### src/rtl/onehot_scan_decoder.sv
// onehot_scan_decoder
// Registered binary-to-one-hot strobe generator with two modes:
//   direct - hold a loaded index on the one-hot output
//   scan   - walking-one with programmable dwell, up/down direction and a
//            one-cycle wrap pulse when the index wraps around.
// Optional feature, enabled by defining SKIP_MASK_EN:
//   adds input skip_mask; scan advances jump to the nearest unmasked index
//   in the current direction, and a masked index never drives the output.
module onehot_scan_decoder #(
    parameter int SEL_W   = 3,
    parameter int DWELL_W = 8
) (
    input  logic                     clk,
    input  logic                     rst_n,
    input  logic                     clr,
    input  logic                     load,
    input  logic [SEL_W-1:0]         sel,
    input  logic                     mode,
    input  logic                     run,
    input  logic                     dir,
    input  logic [DWELL_W-1:0]       dwell,
`ifdef SKIP_MASK_EN
    input  logic [(1<<SEL_W)-1:0]    skip_mask,
`endif
    output logic [(1<<SEL_W)-1:0]    out,
    output logic [SEL_W-1:0]         idx,
    output logic                     wrap,
    output logic                     busy
);

    localparam int OUT_W = 1 << SEL_W;

    typedef enum logic [1:0] {
        IDLE = 2'd0,
        HOLD = 2'd1,
        SCAN = 2'd2
    } state_t;

    state_t               r_state;
    logic [SEL_W-1:0]     r_idx;
    logic [DWELL_W-1:0]   r_cnt;
    logic [OUT_W-1:0]     r_out;
    logic                 r_wrap;

    // Next scan position and whether moving there crosses the wrap boundary
    logic [SEL_W-1:0]     w_next_idx;
    logic                 w_next_wrap;
    logic                 w_found;

    // Decoded one-hot vectors
    logic [OUT_W-1:0]     w_sel_dec;
    logic [OUT_W-1:0]     w_adv_dec;
    logic [OUT_W-1:0]     w_cur_dec;
    logic [OUT_W-1:0]     w_sel_out;
    logic [OUT_W-1:0]     w_cur_out;

    // Position ends when the counter reaches (or has passed) the live dwell
    logic                 w_dwell_done;
    assign w_dwell_done = (r_cnt >= dwell);

    generate
        for (genvar gi = 0; gi < OUT_W; gi++) begin : g_dec
            assign w_sel_dec[gi] = (sel        == SEL_W'(gi));
            assign w_adv_dec[gi] = (w_next_idx == SEL_W'(gi));
            assign w_cur_dec[gi] = (r_idx      == SEL_W'(gi));
        end
    endgenerate

`ifdef SKIP_MASK_EN
    logic [SEL_W-1:0] w_cand;

    // A masked index never drives a strobe
    assign w_sel_out = w_sel_dec & ~skip_mask;
    assign w_cur_out = w_cur_dec & ~skip_mask;

    // Circular search for the nearest unmasked index in the scan direction;
    // iterating from the farthest distance down lets the nearest hit win.
    always_comb begin
        w_next_idx  = r_idx;
        w_next_wrap = 1'b0;
        w_found     = 1'b0;
        w_cand      = r_idx;
        for (int k = OUT_W; k >= 1; k--) begin
            if (dir) begin
                w_cand = r_idx - SEL_W'(k);
            end else begin
                w_cand = r_idx + SEL_W'(k);
            end
            if (!skip_mask[w_cand]) begin
                w_next_idx  = w_cand;
                w_found     = 1'b1;
                if (dir) begin
                    w_next_wrap = (k > int'(r_idx));
                end else begin
                    w_next_wrap = ((int'(r_idx) + k) >= OUT_W);
                end
            end
        end
    end
`else
    assign w_sel_out = w_sel_dec;
    assign w_cur_out = w_cur_dec;

    // Plain modulo step by one in the scan direction
    always_comb begin
        w_found = 1'b1;
        if (dir) begin
            w_next_idx  = r_idx - SEL_W'(1);
            w_next_wrap = (r_idx == '0);
        end else begin
            w_next_idx  = r_idx + SEL_W'(1);
            w_next_wrap = (r_idx == SEL_W'(OUT_W - 1));
        end
    end
`endif

    // Mode FSM: clr beats load, load beats a scan advance
    always_ff @(posedge clk or negedge rst_n) begin
        if (!rst_n) begin
            r_state <= IDLE;
            r_idx   <= '0;
            r_cnt   <= '0;
            r_out   <= '0;
            r_wrap  <= 1'b0;
        end else if (clr) begin
            // idx deliberately retained across a clear
            r_state <= IDLE;
            r_cnt   <= '0;
            r_out   <= '0;
            r_wrap  <= 1'b0;
        end else if (load) begin
            r_state <= mode ? SCAN : HOLD;
            r_idx   <= sel;
            r_cnt   <= '0;
            r_out   <= w_sel_out;
            r_wrap  <= 1'b0;
        end else begin
            case (r_state)
                SCAN: begin
                    if (run) begin
                        if (w_dwell_done) begin
                            r_cnt <= '0;
                            if (w_found) begin
                                r_idx  <= w_next_idx;
                                r_out  <= w_adv_dec;
                                r_wrap <= w_next_wrap;
                            end else begin
                                // Nothing selectable: park index, dark output
                                r_out  <= '0;
                                r_wrap <= 1'b0;
                            end
                        end else begin
                            r_cnt  <= r_cnt + DWELL_W'(1);
                            r_out  <= w_cur_out;
                            r_wrap <= 1'b0;
                        end
                    end else begin
                        // Paused: everything frozen except the wrap pulse
                        r_wrap <= 1'b0;
                    end
                end
                default: begin
                    // IDLE and HOLD ignore run/dir/dwell
                    r_cnt  <= '0;
                    r_wrap <= 1'b0;
                end
            endcase
        end
    end

    assign out  = r_out;
    assign idx  = r_idx;
    assign wrap = r_wrap;
    // busy tracks the live run input so a pause shows up the same cycle
    assign busy = (r_state == SCAN) && run;

endmodule

### config.mk
export PLATFORM = sky130hd
export DESIGN_NAME = onehot_scan_decoder
export DESIGN_NICKNAME = d
export VERILOG_FILES = /design/src/rtl/onehot_scan_decoder.sv
export SDC_FILE = /design/constraint.sdc
export NUM_CORES = 1
export LEC_CHECK = 0
export ABC_CLOCK_PERIOD_IN_PS = 2700
export CAP_MARGIN = 10
export CELL_PAD_IN_SITES_DETAIL_PLACEMENT = 0
export CELL_PAD_IN_SITES_GLOBAL_PLACEMENT = 2
export CORE_MARGIN = 2
export CORE_UTILIZATION = 31
export CTS_BUF_LIST = sky130_fd_sc_hd__clkbuf_16
export DETAILED_ROUTE_END_ITERATION = 8
export PLACE_DENSITY = 0.86
export SETUP_SLACK_MARGIN = 0.15
export SLEW_MARGIN = 20
export SYNTH_ARGS = -nofsm -noshare
export SYNTH_HDL_FRONTEND = slang
export SYNTH_SLANG_ARGS = --single-unit
### constraint.sdc
create_clock -name clk -period 2.7 [get_ports clk]
set_input_delay 0.54 -clock clk [delete_from_list [all_inputs] [get_ports clk]]
set_output_delay 0.54 -clock clk [all_outputs]
set_load 0.05 [all_outputs]
## Word level (Yosys, flattened, before mapping)

Cells that the tools add are included.

- Bits in writable memories: 0
- Latch bits: 0
- Register bits: 22
- Bits in read-only memories: 0
- Input bits: 18
- Memories kept: 0

- Divide/modulo/power cells: 0
- Add/sub/neg operators: 3
- Bitwise operators: 1
- Shifts and indexed selects: 0
- $mul: 0
- Muxes and demuxes: 24
- Magnitude comparators: 1
- Reduce and logical (&&, ||, !) cells: 12
- Equal/unequal tests: 23

Operators with widths:

| operator | number |
|---|---|
| $mux W8 | 10 |
| $eq A3 B3 Y1 const B | 12 |
| $eq A3 B2 Y1 const B | 6 |
| $mux W3 | 5 |
| $eq A3 B1 Y1 const B | 3 |
| $logic_not A3 Y1 | 3 |
| $add A8 B1 Y8 const B | 1 |
| $ge A8 B8 Y1 | 1 |
| $reduce_bool A2 Y1 | 4 |
| $mux W1 | 6 |
| $mux W2 | 3 |
| $reduce_bool A3 Y1 | 2 |
| $ne A4 B4 Y1 const B | 1 |
| $reduce_and A4 Y1 | 1 |
| $add A3 B1 Y3 const B | 1 |
| $sub A3 B1 Y3 const B | 1 |
| $eq A2 B2 Y1 const B | 1 |
| $reduce_and A2 Y1 | 1 |
| $logic_and A1 B1 Y1 | 1 |
| $not A1 Y1 | 1 |

## Longest topological paths before layout

Gate-level depths: netlist of run 1.

- Depth in word-level cells: 8
- Gate-level depth with buffers: 10
- Mapped depth without buffers: 8

## Worst setup path before layout of run 1

OpenSTA, ideal clock, no wires.

- Path type: input port to flip-flop
- Start point: input port dwell[0]
- End point: register r_out[4], in the netlist out[4]
- Library setup time: 0.122 ns
- Buffers on the path: 1
- Data arrival time: 2.448 ns
- Path slack: 0.130 ns
- Stages on the path: 8
- Cell sequence: ha_1 -> nand2b_4 -> a2111o_1 -> a31o_1 -> buf_6 -> a311o_1 -> nor2b_4 -> a32o_1

- Cells in the longest elaborated chain, start to end: 6

RTL lines:

| what | line | RTL |
|---|---|---|
| from (decl) | 21 | `input logic [DWELL_W-1:0] dwell,` |
| $ge A8 B8 Y1 | 59 | `assign w_dwell_done = (r_cnt >= dwell);` |
| $mux W8 | 141 | `if (w_dwell_done) begin` |
| $mux W8 | 140 | `if (run) begin` |
| $mux W8 | 138 | `case (r_state)` |
| $mux W8 | 131 | `end else if (load) begin` |
| $mux W8 | 125 | `end else if (clr) begin` |
| to (signal assigned) | 135 | `r_out <= w_sel_out;` |
| to (signal assigned) | 145 | `r_out <= w_adv_dec;` |
| to (signal assigned) | 154 | `r_out <= w_cur_out;` |
| to (decl) | 42 | `logic [OUT_W-1:0] r_out;` |

Every way passes these cells. The select of a mux whose other input is x is not followed.
A chain may end at the register's enable or synchronous reset.

## Worst setup path after layout of run 1

- Start point: input port dwell[2]
- End point: register r_cnt[3]

- Cells in the longest elaborated chain, start to end: 6

RTL lines:

| what | line | RTL |
|---|---|---|
| $ge A8 B8 Y1 | 59 |  |
| $mux W8 | 141 |  |
| $mux W8 | 140 |  |
| $mux W8 | 138 |  |
| $mux W8 | 131 |  |
| $mux W8 | 125 |  |
| to (signal assigned) | 153 | `r_cnt <= r_cnt + DWELL_W'(1);` |
| to (decl) | 41 | `logic [DWELL_W-1:0] r_cnt;` |

Every way passes these cells. The select of a mux whose other input is x is not followed.

==> results.yml, run 1 <==
timing:
  holdWs_ns: 0.492
  setup_viol: 0
  layout_worst_path_cycle_share: 0.915
  max_freq_ghz: 0.405
  max-slew-margin-rel: 0.665
  drv_slew: 0
  min_period_ns: 2.47
  rsz0062_at_grt: "false"
  worstMarginPinSlew_ns: 0.499
  timing.final.hold_violations: 0
  finClkSkew_ns: 0.00550
route:
  ant_nets: 0
  vias_per_cell: 4.78
  drc_errors: 0
  finalWirelength_um: 3950
  vias: 1373
  drt_iter0_markers: 53
  detail_route.wl_per_cell_um: 13.8
  drtPass1Iterations: 4
critical_path:
  r2r_start: "r_cnt[0]"
  crit_path_end_kind: "register"
  criticalPathCategory: "primary input to register"
  start_kind: "primary input"
  worst_r2r_endpoint: "r_cnt[3]"
  critPathLaunch: "dwell[2]"
  reg2reg_depth: 8
  worst-path-max-fanout: 8
  crit_arrival_ns: 2.66
  rrSetupSlack_ns: 0.31
  crit_required_ns: 2.89
status:
  status: "finished clean"
power:
  internal_power_uw: 664
  p_switching_uw: 308
  power_frac_comb: 0.290
  seqPwrFrac: 0.375
  power_density_mw_per_mm2: 440
  swShare: 0.317
  p_leak_nw: 0.959
  power.share.clock: 0.335
  total_power_uw: 972
  ir_worst_vdd_mv: 0.238
die:
  row_count: 25
  die-area_mm2: 0.00558
  core_mm2: 0.00479
  start_util: 0.324
  die_y_um: 74.7
  ios: 31
  chipWidth_um: 74.7
clocking:
  path_clk_slew_ns: 0.06
  cts_made_buffers: 3
  htree_levels: 1
  root_buffer: "clkbuf_16"
  cts.sink_count: 22
  tritoncts: "built"
  clk_latency_ns: 0.26
  clockBufferDepth: 2
synth:
  synth_mux_area_frac: 0.0323
  syn_area_per_cell_um2: 8.95
  yosysWarnings: 0
  syn-instance-count: 173
  synthAdderAreaFrac: 0.113
  yosysSeqAreaShare: 0.355
  ys.flop_type: "dfrtp_1"
  syn_nets: 205
  ys_async_sr_fraction: 1.00
  synth.distinct_cells: 44
  synthSimpleGateAreaFrac: 0.204
  synth_compound_area_frac: 0.216
  synth_edf_count: 0
  yosys_register_bits: 22
  synth_area_mm2: 0.00155
  yosys.area_share.xor_xnor: 0.0283
  synth_top_family_by_area: "compound AO/OA/AOI/OAI gates"
place:
  port_buffers: 30
  placed_area_mm2: 0.00205
  hpwlAfterDp_um: 3000
  gp_congestion: 0.827
  placedCellCount: 282
grt:
  grtUsageTotal: 0.162
  grt_pass1_wl_um: 6810
  grt_pass1_vias: 1403
  antenna_found_initial: 0
  grt_max_degree: 23
  overflow: 0
finish:
  fin_cells: 287
  antennaDiodeCount: 0
  fin_util: 0.461
  drive_gt1_frac: 0.195
  fill_cells: 482
  design_area_mm2: 0.00221
  fin_nets: 253
  area_growth_pct: 42.5
worst_hold_path:
  hold_depth: 2
  worstHoldStart: "out[2]"
  worstHoldEndpoint: "out[2]"
  hp-class: "register to register"
run:
  cap_viol_max_count: 0
stage by stage:
stage | setup TNS [ns] | setup slack [ns]
after detailed placement | -3.14 | -0.322
after floorplan | 0 | 0.178
after CTS | 0 | 0.179
after global placement | -2.83 | -0.288
final | 0 | 0.229
after global routing | 0 | 0.144
Yosys cell counts, drive strengths merged (2+ instances only):
library cell | count | area, um^2
xnor2 | 3 | 26.3
nand3 | 2 | 10.0
a31o | 2 | 17.5
nor2b | 2 | 20.0
a31oi | 3 | 18.8
and2 | 2 | 12.5
clkbuf | 5 | 18.8
nor3 | 4 | 20.0
nor2 | 17 | 63.8
nand2 | 14 | 52.6
nand2b | 3 | 26.3
a32o | 2 | 20.0
mux2i | 5 | 50.1
o2111ai | 3 | 26.3
a2111o | 2 | 22.5
or2 | 2 | 12.5
a21o | 2 | 15.0
nor3b | 2 | 20.0
and3 | 2 | 12.5
or3b | 4 | 35.0
xor2 | 2 | 17.5
a21oi | 13 | 68.8
o31ai | 3 | 22.5
inv | 12 | 45.0
or3 | 2 | 12.5
o21ai | 14 | 70.1
ha | 14 | 175
dfrtp | 22 | 551
timing repair:
item / 4_1_cts / 5_1_grt
setup endpoints to repair: 11 / 10
gates cloned: 0 / 0
pin swaps: 12 / 6
hold buffers: 0 / 0
resized for setup: 12 / 8
hold endpoints to repair: 0 / 0
setup buffers: 0 / 1
area by class of cell:
| cell class | instances | area (um^2) | area share |
|---|---|---|---|
| multi-input combinational | 132 | 991 | 0.449 |
| sequential | 22 | 551 | 0.249 |
| timing repair buffer | 49 | 454 | 0.206 |
| tap | 67 | 83.8 | 0.0380 |
| clock buffer | 3 | 75.1 | 0.0340 |
| inverter | 13 | 48.8 | 0.0221 |
| clock inverter | 1 | 3.75 | 0.00170 |
state kept, by name, indices dropped and copies added (netlist names):
register	flops
wrap	1
r_state	2
idx	3
out	8
r_cnt	8
power by group through the flow:
stage	clock network [mW]	logic, mW	registers, mW
3_3_place_gp	0	0.270	0.370
4_1_cts	0.332	0.279	0.364
3_5_place_dp	0	0.270	0.370
5_1_grt	0.351	0.309	0.368
2_1_floorplan	0	0.124	0.407
6_report	0.325	0.282	0.365
cell usage in the layout (no fill, tap or decap), drive strengths merged, types with 5 or more instances in the layout:
master         count
a21oi             13
buf               20
clkdlybuf4s50     27
dfrtp             22
ha                14
inv               12
mux2i              5
nand2             14
nor2              17
o21ai             14
critical path, stage by stage:
cell,delay (ns)
clkdlybuf4s50_1,0.45
inv_1,0.04
ha_1,0.20
a2111o_1,0.39
a31o_4,0.30
or2_4,0.25
or3b_4,0.37
a21oi_2,0.12
how the worst max path moves through the flow:
stage | endpoint | cells past startpoint
4_1_cts | out[5] | 8
3_3_place_gp | out[7] | 9
2_1_floorplan | out[4] | 8
6_report | r_cnt[3] | 8
3_5_place_dp | out[7] | 9
5_1_grt | out[1] | 9
layer usage:
layer | track usage | up-vias | wire (um)
li1 | - | 713 | -
met1 | 0.231 | 627 | 2010
met2 | 0.249 | 28 | 1740
met3 | 0.0254 | 5 | 140
met4 | 0.0595 | 0 | 57
met5 | 0 | - | 0
logic make-up after synthesis:
kind of cell    count (synthesis)
compound gates                 50
xor+xnor                        5
fa+ha+maj                      14
buf+inv                        19
flops                          22
mux                             5
simple gates                   58
Power figures use the tool's default switching activity.
==> run 2, diff against run 1 <==
CORE_MARGIN = unset   (was 2)
==> run 2 against run 1 <==
  * Non-clock buffer count is 1 higher
  * Final cell count unchanged
  * Routed wire length up 4.9%
  * First-iteration DRC count rose by 28%
  * Utilization increased by 0.30 points
  * Clock skew fell by 0.0019 ns
  * Critical endpoint is now r_cnt[4]
  * Final area unchanged
  * Sequential power about the same
  * Hold slack lost 0.011 ns
  * Highest routed layer unchanged
  * Critical path depth up 1
  * Sequential share of layout area is the same
  * Largest cell class unchanged
  * Die area fell by 5.3%
==> results.yml, run 2 (synthesis gave the netlist of run 1 again) <==
status:
  status: "finished clean"
route:
  detail_route.wl_per_cell_um: 14.4
  drc_errors: 0
  drt_iter0_markers: 68
  ant_nets: 0
  vias: 1489
  finalWirelength_um: 4150
  drtPass1Iterations: 5
  vias_per_cell: 5.19
timing:
  finClkSkew_ns: 0.00357
  timing.final.hold_violations: 0
  drv_slew: 0
  holdWs_ns: 0.481
  worstMarginPinSlew_ns: 0.540
  max_freq_ghz: 0.399
  setup_viol: 0
  rsz0062_at_grt: "false"
  layout_worst_path_cycle_share: 0.929
  setup-tns-final_ns: 0
  min_period_ns: 2.51
  max-slew-margin-rel: 0.637
die:
  row_count: 25
  die_y_um: 72.7
  start_util: 0.326
  die-area_mm2: 0.00528
  chipWidth_um: 72.7
  ios: 31
  core_mm2: 0.00475
critical_path:
  start_kind: "primary input"
  criticalPathCategory: "primary input to register"
  crit_path_end_kind: "register"
  crit_required_ns: 2.89
  worst-path-max-fanout: 8
  crit_arrival_ns: 2.70
grt:
  grt_pass1_wl_um: 6870
  antenna_found_initial: 0
  overflow: 0
  grt_pass1_vias: 1499
  grtUsageTotal: 0.165
  grt_max_degree: 23
clocking:
  cts_setup_buffers: 0
  cts.sink_count: 22
  htree_levels: 1
  tritoncts: "built"
  clockBufferDepth: 2
  root_buffer: "clkbuf_16"
  cts_made_buffers: 3
  path_clk_slew_ns: 0.06
  postCtsHoldBufs: 0
  clk_latency_ns: 0.26
finish:
  final_common_cell: "clkdlybuf4s50_1"
  fin_cells: 287
  fill_cells: 467
  final_cell_mix: "clkdlybuf4s50_1, dfrtp_1, buf_4, nor2_1, nand2_1"
  drive_gt1_frac: 0.200
  fin_nets: 254
  antennaDiodeCount: 0
  area_growth_pct: 42.5
  design_area_mm2: 0.00221
place:
  port_buffers: 30
  placed_area_mm2: 0.00206
  placedCellCount: 284
  hpwlAfterDp_um: 3050
  gp_congestion: 0.796
power:
  p_leak_nw: 0.949
  power_density_mw_per_mm2: 439
  ir_worst_vdd_mv: 0.370
  total_power_uw: 968
run:
  cap_viol_max_count: 0
worst_hold_path:
  hp-class: "register to register"
[run 2: cell types whose count changed in the layout (fill, tap and decap cells not counted)]
cell / previous run / this run
ha_2: 0 / 2
or3b_4: 2 / 0
buf_4: 18 / 19
ha_1: 13 / 11
xnor2_1: 2 / 3
clkinv_1: 2 / 1
a21oi_2: 4 / 5
xnor2_2: 1 / 0
a21oi_1: 9 / 8
or3b_1: 2 / 4
[run 2: through the flow]
stage / util / worst slack [ns]
after global routing: 0.464 / 0.145
after global placement: 0.434 / -0.274
after floorplan: - / 0.178
after detailed placement: 0.434 / -0.308
after CTS: 0.453 / 0.151
final: 0.464 / 0.191
[run 2: worst max-delay path, stage by stage]
cell	delay (ns)
clkdlybuf4s50_1	0.46
inv_1	0.04
ha_1	0.31
a21oi_2	0.20
o21ai_2	0.10
a31o_4	0.26
or2_4	0.26
or3b_1	0.38
a21oi_2	0.14
[run 2: per-layer routing]
layer  wire (um)  share of wire  track usage
met1        1930           0.47        0.208
met2        2060           0.50        0.298
met3         145          0.035       0.0345
met5           0              0            0
met4           7         0.0017       0.0196
[run 2: layout make-up]
class	count	area [um^2]	area share
clock buffer	3	75.1	0.0340
multi-input combinational	132	987	0.447
tap	67	83.8	0.0380
timing repair buffer	50	462	0.209
inverter	13	48.8	0.0221
sequential	22	551	0.249
[run 2: path summary, 6_finish.rpt]
path / from / to / slack (ns) / cells past startpoint
worst max-delay path: dwell[5] / r_cnt[4] / 0.19 / 9
worst min-delay path: out[2] / out[2] / 0.48 / 2
worst max register to register: r_cnt[0] / r_cnt[4] / 0.25 / 8
worst min register to register: out[2] / out[2] / 0.48 / 2
max in group asynchronous: rst_n / out[2] / 1.82 / 2
min in group asynchronous: rst_n / r_cnt[5] / 0.65 / 2
[run 2: timing repair]
item	4_1_cts	5_1_grt
cloned	0	0
gates resized for setup	8	12
hold endpoints to repair	0	0
setup endpoints to repair	11	10
pin swaps	9	5
[run 2: power breakdown]
group / total (mW) / internal, mW / switching, mW
logic: 0.287 / 0.122 / 0.165
clock network: 0.318 / 0.196 / 0.122
registers: 0.363 / 0.343 / 0.0195
total: 0.968 / 0.661 / 0.307
